## src/rtl/vdp_pkg.sv

```systemverilog
// rtl/vdp_pkg.sv - shared state encodings and control codes for the VDP CPU port
package vdp_pkg;

    typedef enum logic [1:0] {
        IDLE    = 2'd0,
        PEND_WR = 2'd1,
        PEND_RD = 2'd2,
        RD_WAIT = 2'd3
    } vdp_state_e;

    localparam logic [1:0] CMD_RDSETUP = 2'b00;
    localparam logic [1:0] CMD_WRSETUP = 2'b01;
    localparam logic [1:0] CMD_REGWR   = 2'b10;

    // Any code with the top bit set is a register write
    function automatic logic is_regwr(input logic [1:0] code);
        return code[1] == CMD_REGWR[1];
    endfunction

endpackage

```

## src/rtl/vdp_port_addr.sv

```systemverilog
// rtl/vdp_port_addr.sv - VRAM pointer, latch byte and two-write toggle; register-write
// pulse decoded only when VDP_PORT_REGWR_EN is defined
module vdp_port_addr
    import vdp_pkg::*;
#(
    parameter int A = 14,
    parameter int D = 8
) (
    input  logic         clk,
    input  logic         reset,
    input  logic         ctl_wr,
    input  logic [D-1:0] din,
    input  logic         clr_toggle,
    input  logic         ptr_inc,
    output logic [A-1:0] ptr,
    output logic         cmd_rd,
    output logic         reg_we,
    output logic [2:0]   reg_idx,
    output logic [D-1:0] reg_val
);

    logic [A-1:0]   ptr_q, ptr_d;
    logic [D-1:0]   latch_q, latch_d;
    logic           toggle_q, toggle_d;
    logic [2*D-1:0] setup_word;
    logic [1:0]     code;
    logic           second;
    logic           reg_hit;
    logic           load;

    always_comb begin
        second     = ctl_wr && toggle_q;
        code       = din[7:6];
        setup_word = {din, latch_q};
`ifdef VDP_PORT_REGWR_EN
        reg_hit    = second && is_regwr(code);
`else
        reg_hit    = 1'b0;
`endif
        load       = second && !reg_hit;
        cmd_rd     = second && (code == CMD_RDSETUP);

        latch_d  = latch_q;
        toggle_d = toggle_q;
        ptr_d    = ptr_q;
        if (ctl_wr) begin
            toggle_d = !toggle_q;
            if (!toggle_q) latch_d = din;
        end else if (clr_toggle) begin
            toggle_d = 1'b0;
        end
        // A CPU pointer load wins over an increment from the access engine
        if (load) ptr_d = setup_word[A-1:0];
        else if (ptr_inc) ptr_d = ptr_q + A'(1);
    end

    always_ff @(posedge clk) begin
        if (reset) begin
            ptr_q    <= '0;
            latch_q  <= '0;
            toggle_q <= 1'b0;
        end else begin
            ptr_q    <= ptr_d;
            latch_q  <= latch_d;
            toggle_q <= toggle_d;
        end
    end

    assign ptr = ptr_q;

`ifdef VDP_PORT_REGWR_EN
    logic         reg_we_q, reg_we_d;
    logic [2:0]   reg_idx_q, reg_idx_d;
    logic [D-1:0] reg_val_q, reg_val_d;

    always_comb begin
        reg_we_d  = reg_hit;
        reg_idx_d = reg_hit ? din[2:0] : reg_idx_q;
        reg_val_d = reg_hit ? latch_q : reg_val_q;
    end

    always_ff @(posedge clk) begin
        if (reset) begin
            reg_we_q  <= 1'b0;
            reg_idx_q <= '0;
            reg_val_q <= '0;
        end else begin
            reg_we_q  <= reg_we_d;
            reg_idx_q <= reg_idx_d;
            reg_val_q <= reg_val_d;
        end
    end

    assign reg_we  = reg_we_q;
    assign reg_idx = reg_idx_q;
    assign reg_val = reg_val_q;
`else
    assign reg_we  = 1'b0;
    assign reg_idx = 3'b000;
    assign reg_val = '0;
`endif

endmodule

```

## src/rtl/vdp_cpu_port.sv

```systemverilog
// rtl/vdp_cpu_port.sv - CPU data/control port arbitrating VRAM against video fetches;
// register-write decode enabled by VDP_PORT_REGWR_EN
module vdp_cpu_port
    import vdp_pkg::*;
#(
    parameter int A = 14,
    parameter int D = 8
) (
    input  logic         clk,
    input  logic         reset,
    input  logic         cpu_sel,
    input  logic         cpu_rw,
    input  logic         cpu_mode,
    input  logic [D-1:0] cpu_din,
    output logic [D-1:0] cpu_dout,
    input  logic [D-1:0] status_in,
    output logic         busy,
    input  logic         vid_req,
    input  logic [A-1:0] vid_addr,
    output logic [D-1:0] vid_data,
    output logic         vid_valid,
    output logic [A-1:0] ram_addr,
    output logic [D-1:0] ram_din,
    output logic         ram_we,
    input  logic [D-1:0] ram_dout,
    output logic         reg_we,
    output logic [2:0]   reg_idx,
    output logic [D-1:0] reg_val
);

    vdp_state_e   state_q, state_d;
    logic [D-1:0] wbyte_q, wbyte_d;
    logic [D-1:0] rbuf_q, rbuf_d;
    logic [D-1:0] cpu_dout_q, cpu_dout_d;
    logic         overrun_q, overrun_d;
    logic         vid_valid_q, vid_valid_d;

    logic         ctl_wr, ctl_rd, dat_wr, dat_rd;
    logic         clr_toggle, ptr_inc, cmd_rd;
    logic [A-1:0] ptr;

    assign ctl_wr = cpu_sel &&  cpu_mode && !cpu_rw;
    assign ctl_rd = cpu_sel &&  cpu_mode &&  cpu_rw;
    assign dat_wr = cpu_sel && !cpu_mode && !cpu_rw;
    assign dat_rd = cpu_sel && !cpu_mode &&  cpu_rw;
    assign busy   = (state_q != IDLE);

    vdp_port_addr #(.A(A), .D(D)) u_addr (
        .clk        (clk),
        .reset      (reset),
        .ctl_wr     (ctl_wr),
        .din        (cpu_din),
        .clr_toggle (clr_toggle),
        .ptr_inc    (ptr_inc),
        .ptr        (ptr),
        .cmd_rd     (cmd_rd),
        .reg_we     (reg_we),
        .reg_idx    (reg_idx),
        .reg_val    (reg_val)
    );

    always_comb begin
        state_d     = state_q;
        wbyte_d     = wbyte_q;
        rbuf_d      = rbuf_q;
        cpu_dout_d  = cpu_dout_q;
        overrun_d   = overrun_q;
        vid_valid_d = vid_req;
        clr_toggle  = 1'b0;
        ptr_inc     = 1'b0;
        ram_addr    = '0;
        ram_din     = '0;
        ram_we      = 1'b0;

        case (state_q)
            IDLE: begin
                if (dat_wr) begin
                    wbyte_d = cpu_din;
                    state_d = PEND_WR;
                end else if (dat_rd) begin
                    cpu_dout_d = rbuf_q;
                    state_d    = PEND_RD;
                end else if (cmd_rd) begin
                    state_d = PEND_RD;
                end
            end
            PEND_WR: begin
                if (!vid_req) begin
                    ram_addr = ptr;
                    ram_din  = wbyte_q;
                    ram_we   = 1'b1;
                    ptr_inc  = 1'b1;
                    state_d  = IDLE;
                end
            end
            PEND_RD: begin
                if (!vid_req) begin
                    ram_addr = ptr;
                    state_d  = RD_WAIT;
                end
            end
            RD_WAIT: begin
                rbuf_d  = ram_dout;
                ptr_inc = 1'b1;
                state_d = IDLE;
            end
            default: state_d = IDLE;
        endcase

        // Data accesses are only clean when idle; control accesses always land
        if ((dat_wr || dat_rd) && !busy) clr_toggle = 1'b1;
        if ((dat_wr || dat_rd || cmd_rd) && busy) overrun_d = 1'b1;
        if (ctl_rd) begin
            cpu_dout_d = status_in | {{(D-1){1'b0}}, overrun_q};
            overrun_d  = 1'b0;
            clr_toggle = 1'b1;
        end

        if (vid_req) begin
            ram_addr = vid_addr;
            ram_din  = '0;
            ram_we   = 1'b0;
        end

        if (reset) begin
            ram_addr = '0;
            ram_din  = '0;
            ram_we   = 1'b0;
        end
    end

    always_ff @(posedge clk) begin
        if (reset) begin
            state_q     <= IDLE;
            wbyte_q     <= '0;
            rbuf_q      <= '0;
            cpu_dout_q  <= '0;
            overrun_q   <= 1'b0;
            vid_valid_q <= 1'b0;
        end else begin
            state_q     <= state_d;
            wbyte_q     <= wbyte_d;
            rbuf_q      <= rbuf_d;
            cpu_dout_q  <= cpu_dout_d;
            overrun_q   <= overrun_d;
            vid_valid_q <= vid_valid_d;
        end
    end

    assign cpu_dout  = cpu_dout_q;
    assign vid_valid = vid_valid_q;
    // VRAM read data arrives the cycle after the fetch address, alongside vid_valid
    assign vid_data  = vid_valid_q ? ram_dout : '0;

endmodule
```

## config.mk

```make
export PLATFORM = sky130hd
export DESIGN_NAME = vdp_cpu_port
export DESIGN_NICKNAME = d
export VERILOG_FILES = /design/src/rtl/vdp_pkg.sv /design/src/rtl/vdp_port_addr.sv /design/src/rtl/vdp_cpu_port.sv
export SDC_FILE = /design/constraint.sdc
export NUM_CORES = 1
export LEC_CHECK = 0
export BUFFER_PORTS_ARGS = -buffer_cell sky130_fd_sc_hd__buf_2
export CAP_MARGIN = 20
export CORE_MARGIN = 2
export CORE_UTILIZATION = 45
export DETAILED_ROUTE_END_ITERATION = 12
export HOLD_SLACK_MARGIN = 0.03
export PLACE_DENSITY = 0.81
export SLEW_MARGIN = 0
export SYNTH_ARGS = -nofsm -noshare
export SYNTH_HDL_FRONTEND = slang
export SYNTH_SLANG_ARGS = --single-unit
```

## constraint.sdc

```tcl
create_clock -name clk -period 1.86 [get_ports clk]
set_input_delay 0 -clock clk [delete_from_list [all_inputs] [get_ports clk]]
set_output_delay 0 -clock clk [all_outputs]
set_load 0.02 [all_outputs]
```

==> flow_results.org <==
** Outcome
- The flow ran to the end, and the final reports show no timing, DRC or antenna violations.

** Synth
- Of the total synthesized cell area, the portion taken by AND, OR, NAND and NOR gates is 0.2597.
- During synthesis, Yosys emitted a total of 0 warnings.
- After synthesis, the largest family of logic cells by area is simple AND/OR/NAND/NOR gates.
- The compound-gate portion of the synthesized area came to 0.1838.
- Of the total synthesized cell area, the portion taken by XOR and XNOR cells is 0.01629.
- Of all flip-flops after synthesis, the portion carrying an async set or reset was 0.
- Fraction of the mapped netlist area in adder cells :: 0.02327
- The synthesized design contains 51 register bits.
- Sequential-to-total area share from yosys stat :: 0.3797
- Number of distinct standard cells referenced by the synthesized netlist :: 39
- Synthesized area divided by synthesized cell count :: 7.727 µm²
- Synthesis produced 348 cells.
- For this run, the leading register cell type out of synthesis is sky130_fd_sc_hd__dfxtp_1.
- Netlist Area Pre-Place :: 2689 µm²
- Multiplexer share of the synthesized area :: 0.05956
- Counting flops with a built-in enable in the synthesized netlist gives 0.

** Layout
- The finished cells cover 3460 µm².
- After the last flow step, the layout net total stands at 493.
- Once layout is complete, the utilization of the core stands at 0.5913.
- In the final layout, the share of cells above drive strength 1 is 0.2607.
- 0 antenna diodes ended up in the layout.
- Synthesis-to-finish area growth :: 28.66%
- Fillers :: 528

** Setup path
- Critical path fanouts, max :: 7
- Crit Reg-Reg Endpoint :: u_addr.ptr[13]$_SDFFE_PP0P_
- Crit end category :: flop
- Data arrival time of the critical path :: 1.99 ns
- Crit Path Class :: reg -> reg
- Setup slack on the worst reg-to-reg path comes out at 0.09 ns.
- In this run the critical register-to-register path is launched from state_q[1]$_SDFFE_PP0P_.
- Depth of the most critical reg-to-reg path :: 6
- STA puts the critical path data required time at 2.08 ns.
- STA classifies the critical path startpoint as a flop.

** Floorplan
- In this run the standard cell core region covers 5851 µm².
- Overall die width :: 81.30 µm
- Y dimension of the die :: 81.30 µm
- Effective utilization at floorplan :: 0.4596
- In this run the core area contains 28 standard-cell rows.
- The die covers 6610 µm².
- 97 I/O pins were placed.

** Power and ir drop
- For this design the ratio of total power to cell area is 768.2 nW/µm².
- Power share of the combinational group :: 0.304
- VDD IR max :: 0.0004534 V
- The analysis attributes to cell leakage a power of 0.001478 µW.
- Internal power component :: 1744 µW
- Sequential fraction of design power :: 0.461
- Total power for the finished layout comes to 2658 µW.
- Net switching fraction of the power :: 0.3437
- Net Switching :: 913.5 µW
- The share of total power dissipated in the clock network is 0.235.

** CTS
- The clock reaches the later pin of the worst-skew pair after 0.31 ns.
- Clock tree from TritonCTS :: yes
- H-tree Lvls :: 2
- Clock-pin slew was measured on the worst setup and hold paths at 0.09 ns.
- Counting every sink on the clock net gives 51.
- Root Buffer :: sky130_fd_sc_hd__clkbuf_8
- Counting along the longest clock path gives a buffer depth of 2.
- In this run, CTS created clock tree buffers numbering 5.

** Hold path
- HP Start :: status_in[2]
- Hold Path End :: cpu_dout[2]$_SDFFE_PP0P_
- Min-Delay Path Class :: in -> reg
- Cell depth of the worst min-delay path :: 3

** Detailed routing
- In this run the remaining antenna-violating nets after routing total 0.
- Via count normalized by instance count :: 5.356
- DRC violations left :: 0
- Before antenna repair, the detailed router went through 4 iterations.
- DR vias :: 2785
- The routed design has 7071 µm of wire.
- Average detailed-routed wire length per instance :: 13.60 µm
- Initial detailed-routing violation count :: 199

** Placement
- Global placement routability congestion :: 0.8858
- IO Port Bufs :: 84
- Placed cell area :: 3158 µm²
- Half-perimeter wire length after placement :: 4913 µm

** Timing
- Tightest Pin Transition :: 0.5256 ns
- Count of final hold-check violations :: 0
- The number of pins with negative max-slew slack in the final report came to 0.
- Setup repair after global routing could not meet its margin everywhere.
- Static timing analysis puts the maximum clock frequency at 0.5636 GHz.
- The routed design could run at a clock period as short as 1.774 ns.
- Setup violations, final :: 0
- Max Clock Skew :: 0.01077 ns
- Setup_tns :: 0 ns
- Worst Hold Slack :: 0.04489 ns
- Ratio of final minimum period to clock period :: 0.9540
- Slew margin rel. :: 0.6446

** GRT
- Entering global routing, the biggest net connects 41 pins.
- The first global-routing pass estimated 11230 µm of wire.
- Number of antenna violations at the first check in global routing :: 0
- The total overflow left after global routing is 0.
- The number of global-route vias before repair was 2559.
- Total Routing Usage GR :: 0.2175

** Run
- Number of max-cap violations :: 0
## power groups by stage
stage / registers, µW / clock network [µW] / logic, µW
2_1_floorplan: 1240 / 0 / 523
3_3_place_gp: 1240 / 0 / 695
3_5_place_dp: 1250 / 0 / 710
4_1_cts: 1220 / 634 / 751
5_1_grt: 1230 / 685 / 894
6_report: 1230 / 625 / 807
## critical path, cell delays in order, from the launching register on
cell                       delay, ns
sky130_fd_sc_hd__dfxtp_1        0.35
sky130_fd_sc_hd__inv_1          0.09
sky130_fd_sc_hd__ha_1           0.17
sky130_fd_sc_hd__nor2b_4        0.21
sky130_fd_sc_hd__o21ai_2        0.12
sky130_fd_sc_hd__or4_1          0.49
sky130_fd_sc_hd__a311oi_1       0.26
## flip-flops by register name, summed over array words and instances, names as in the netlist
register         count
u_addr.latch_q       8
cpu_dout             8
vid_valid            1
rbuf_q               8
u_addr.toggle_q      1
overrun_q            1
state_q              2
u_addr.ptr          14
wbyte_q              8
## routing by layer
metal | vias up | GRT usage | part of all wire
met5 | - | 0 | 0
met4 | 0 | 0.07627 | 0.021
met3 | 14 | 0.05556 | 0.069
met2 | 103 | 0.3844 | 0.51
met1 | 1293 | 0.2529 | 0.40
li1 | 1375 | - | -
## worst max-delay path by stage
stage / cells past startpoint / endpoint / from / slack [ns]
after floorplan: 7 / u_addr.ptr[13]$_SDFFE_PP0P_ / state_q[1]$_SDFFE_PP0P_ / 0.11
after global placement: 7 / ram_din[4] / state_q[1]$_SDFFE_PP0P_ / 0.15
after detailed placement: 6 / u_addr.ptr[13]$_SDFFE_PP0P_ / state_q[1]$_SDFFE_PP0P_ / 0.07
after CTS: 7 / ram_din[6] / state_q[1]$_SDFFE_PP0P_ / 0.03
after global routing: 6 / state_q[1]$_SDFFE_PP0P_ / state_q[0]$_SDFFE_PP0P_ / -0.04
final: 6 / u_addr.ptr[13]$_SDFFE_PP0P_ / state_q[1]$_SDFFE_PP0P_ / 0.09
## cell usage in the layout, fill, tap and decap left out, types with 3 or more instances in the layout
cell type	netlist	layout
sky130_fd_sc_hd__xor2_1	5	5
sky130_fd_sc_hd__dfxtp_1	51	49
sky130_fd_sc_hd__or4_1	4	4
sky130_fd_sc_hd__nand2_1	46	46
sky130_fd_sc_hd__mux2i_1	16	16
sky130_fd_sc_hd__nor2_1	63	63
sky130_fd_sc_hd__o221ai_1	8	7
sky130_fd_sc_hd__o211ai_1	4	4
sky130_fd_sc_hd__buf_4	12	13
sky130_fd_sc_hd__conb_1	1	12
sky130_fd_sc_hd__nor2b_4	0	3
sky130_fd_sc_hd__inv_1	8	8
sky130_fd_sc_hd__clkbuf_8	0	5
sky130_fd_sc_hd__ha_1	5	4
sky130_fd_sc_hd__dlygate4sd3_1	0	16
sky130_fd_sc_hd__o21ai_0	7	7
sky130_fd_sc_hd__nand3_1	3	3
sky130_fd_sc_hd__and2_1	16	16
sky130_fd_sc_hd__o31ai_1	4	4
sky130_fd_sc_hd__a311oi_1	6	6
sky130_fd_sc_hd__a211oi_1	9	9
sky130_fd_sc_hd__a21oi_1	33	33
sky130_fd_sc_hd__buf_2	2	81
## Yosys cell counts (2+ instances only)
master                     instances  area (µm²)
sky130_fd_sc_hd__o31ai_1           4       30.03
sky130_fd_sc_hd__nand2_1          46       172.7
sky130_fd_sc_hd__ha_1              5       62.56
sky130_fd_sc_hd__o31a_1            2       17.52
sky130_fd_sc_hd__a211oi_1          9       67.56
sky130_fd_sc_hd__buf_2             2       10.01
sky130_fd_sc_hd__o21ai_1           2       10.01
sky130_fd_sc_hd__nand4_1           2       12.51
sky130_fd_sc_hd__or4_1             4       30.03
sky130_fd_sc_hd__mux2i_1          16       160.2
sky130_fd_sc_hd__buf_1             2       7.510
sky130_fd_sc_hd__o211ai_1          4       30.03
sky130_fd_sc_hd__nor4b_1           2       17.52
sky130_fd_sc_hd__and4_1            2       17.52
sky130_fd_sc_hd__xor2_1            5       43.79
sky130_fd_sc_hd__nor2_1           63       236.5
sky130_fd_sc_hd__o221ai_1          8       70.07
sky130_fd_sc_hd__or3_1             2       12.51
sky130_fd_sc_hd__o21ai_0           7       35.03
sky130_fd_sc_hd__a311oi_1          6       52.55
sky130_fd_sc_hd__dfxtp_1          51        1021
sky130_fd_sc_hd__clkbuf_1         18       67.56
sky130_fd_sc_hd__inv_1             8       30.03
sky130_fd_sc_hd__nand3_1           3       15.01
sky130_fd_sc_hd__nor2b_1           2       12.51
sky130_fd_sc_hd__and2_1           16       100.1
sky130_fd_sc_hd__and3_1            2       12.51
sky130_fd_sc_hd__a21oi_1          33       165.2
sky130_fd_sc_hd__buf_4            12       90.09
## layout make-up
cell class                      instances  area, µm²  share of cell area
Inverter                                8      30.03            0.008680
Clock inverter                          2      12.51            0.003617
Sequential cell                        51       1023              0.2958
Timing Repair Buffer                  111      674.4              0.1949
Clock buffer                            6      72.57             0.02098
Multi-Input combinational cell        267       1553              0.4488
Tap cell                               75      93.84             0.02712
## metrics by stage
| step | std cells | setup slack, ns |
|---|---|---|
| after floorplan | 359 | 0.1084 |
| after global placement | 495 | 0.1488 |
| after detailed placement | 495 | 0.07161 |
| after CTS | 519 | 0.02777 |
| after global routing | 520 | -0.04336 |
| final | 520 | 0.08556 |
## cells by family (layout without fill, tap and decap cells)
| group | after synthesis | in the layout |
|---|---|---|
| and+or+nand+nor | 151 | 152 |
| AOI/OAI and AO/OA | 77 | 77 |
| buffers and inverters | 42 | 127 |
| DFF | 51 | 51 |
| adders and majority gates | 5 | 5 |
| xor gates and xnor gates | 5 | 5 |
| other | 1 | 12 |
| muxes | 16 | 16 |
## repair_timing
| action | 4_1_cts | 5_1_grt |
|---|---|---|
| endpoints found under the setup margin | 9 | 30 |
| resized for setup | 2 | 12 |
| hold endpoints to repair | 25 | 0 |
| cloned | 0 | 1 |
| hold buffers | 16 | 0 |
| pin swaps | 0 | 1 |
| buffers inserted | 0 | 0 |
Power figures use the tool's default switching activity.
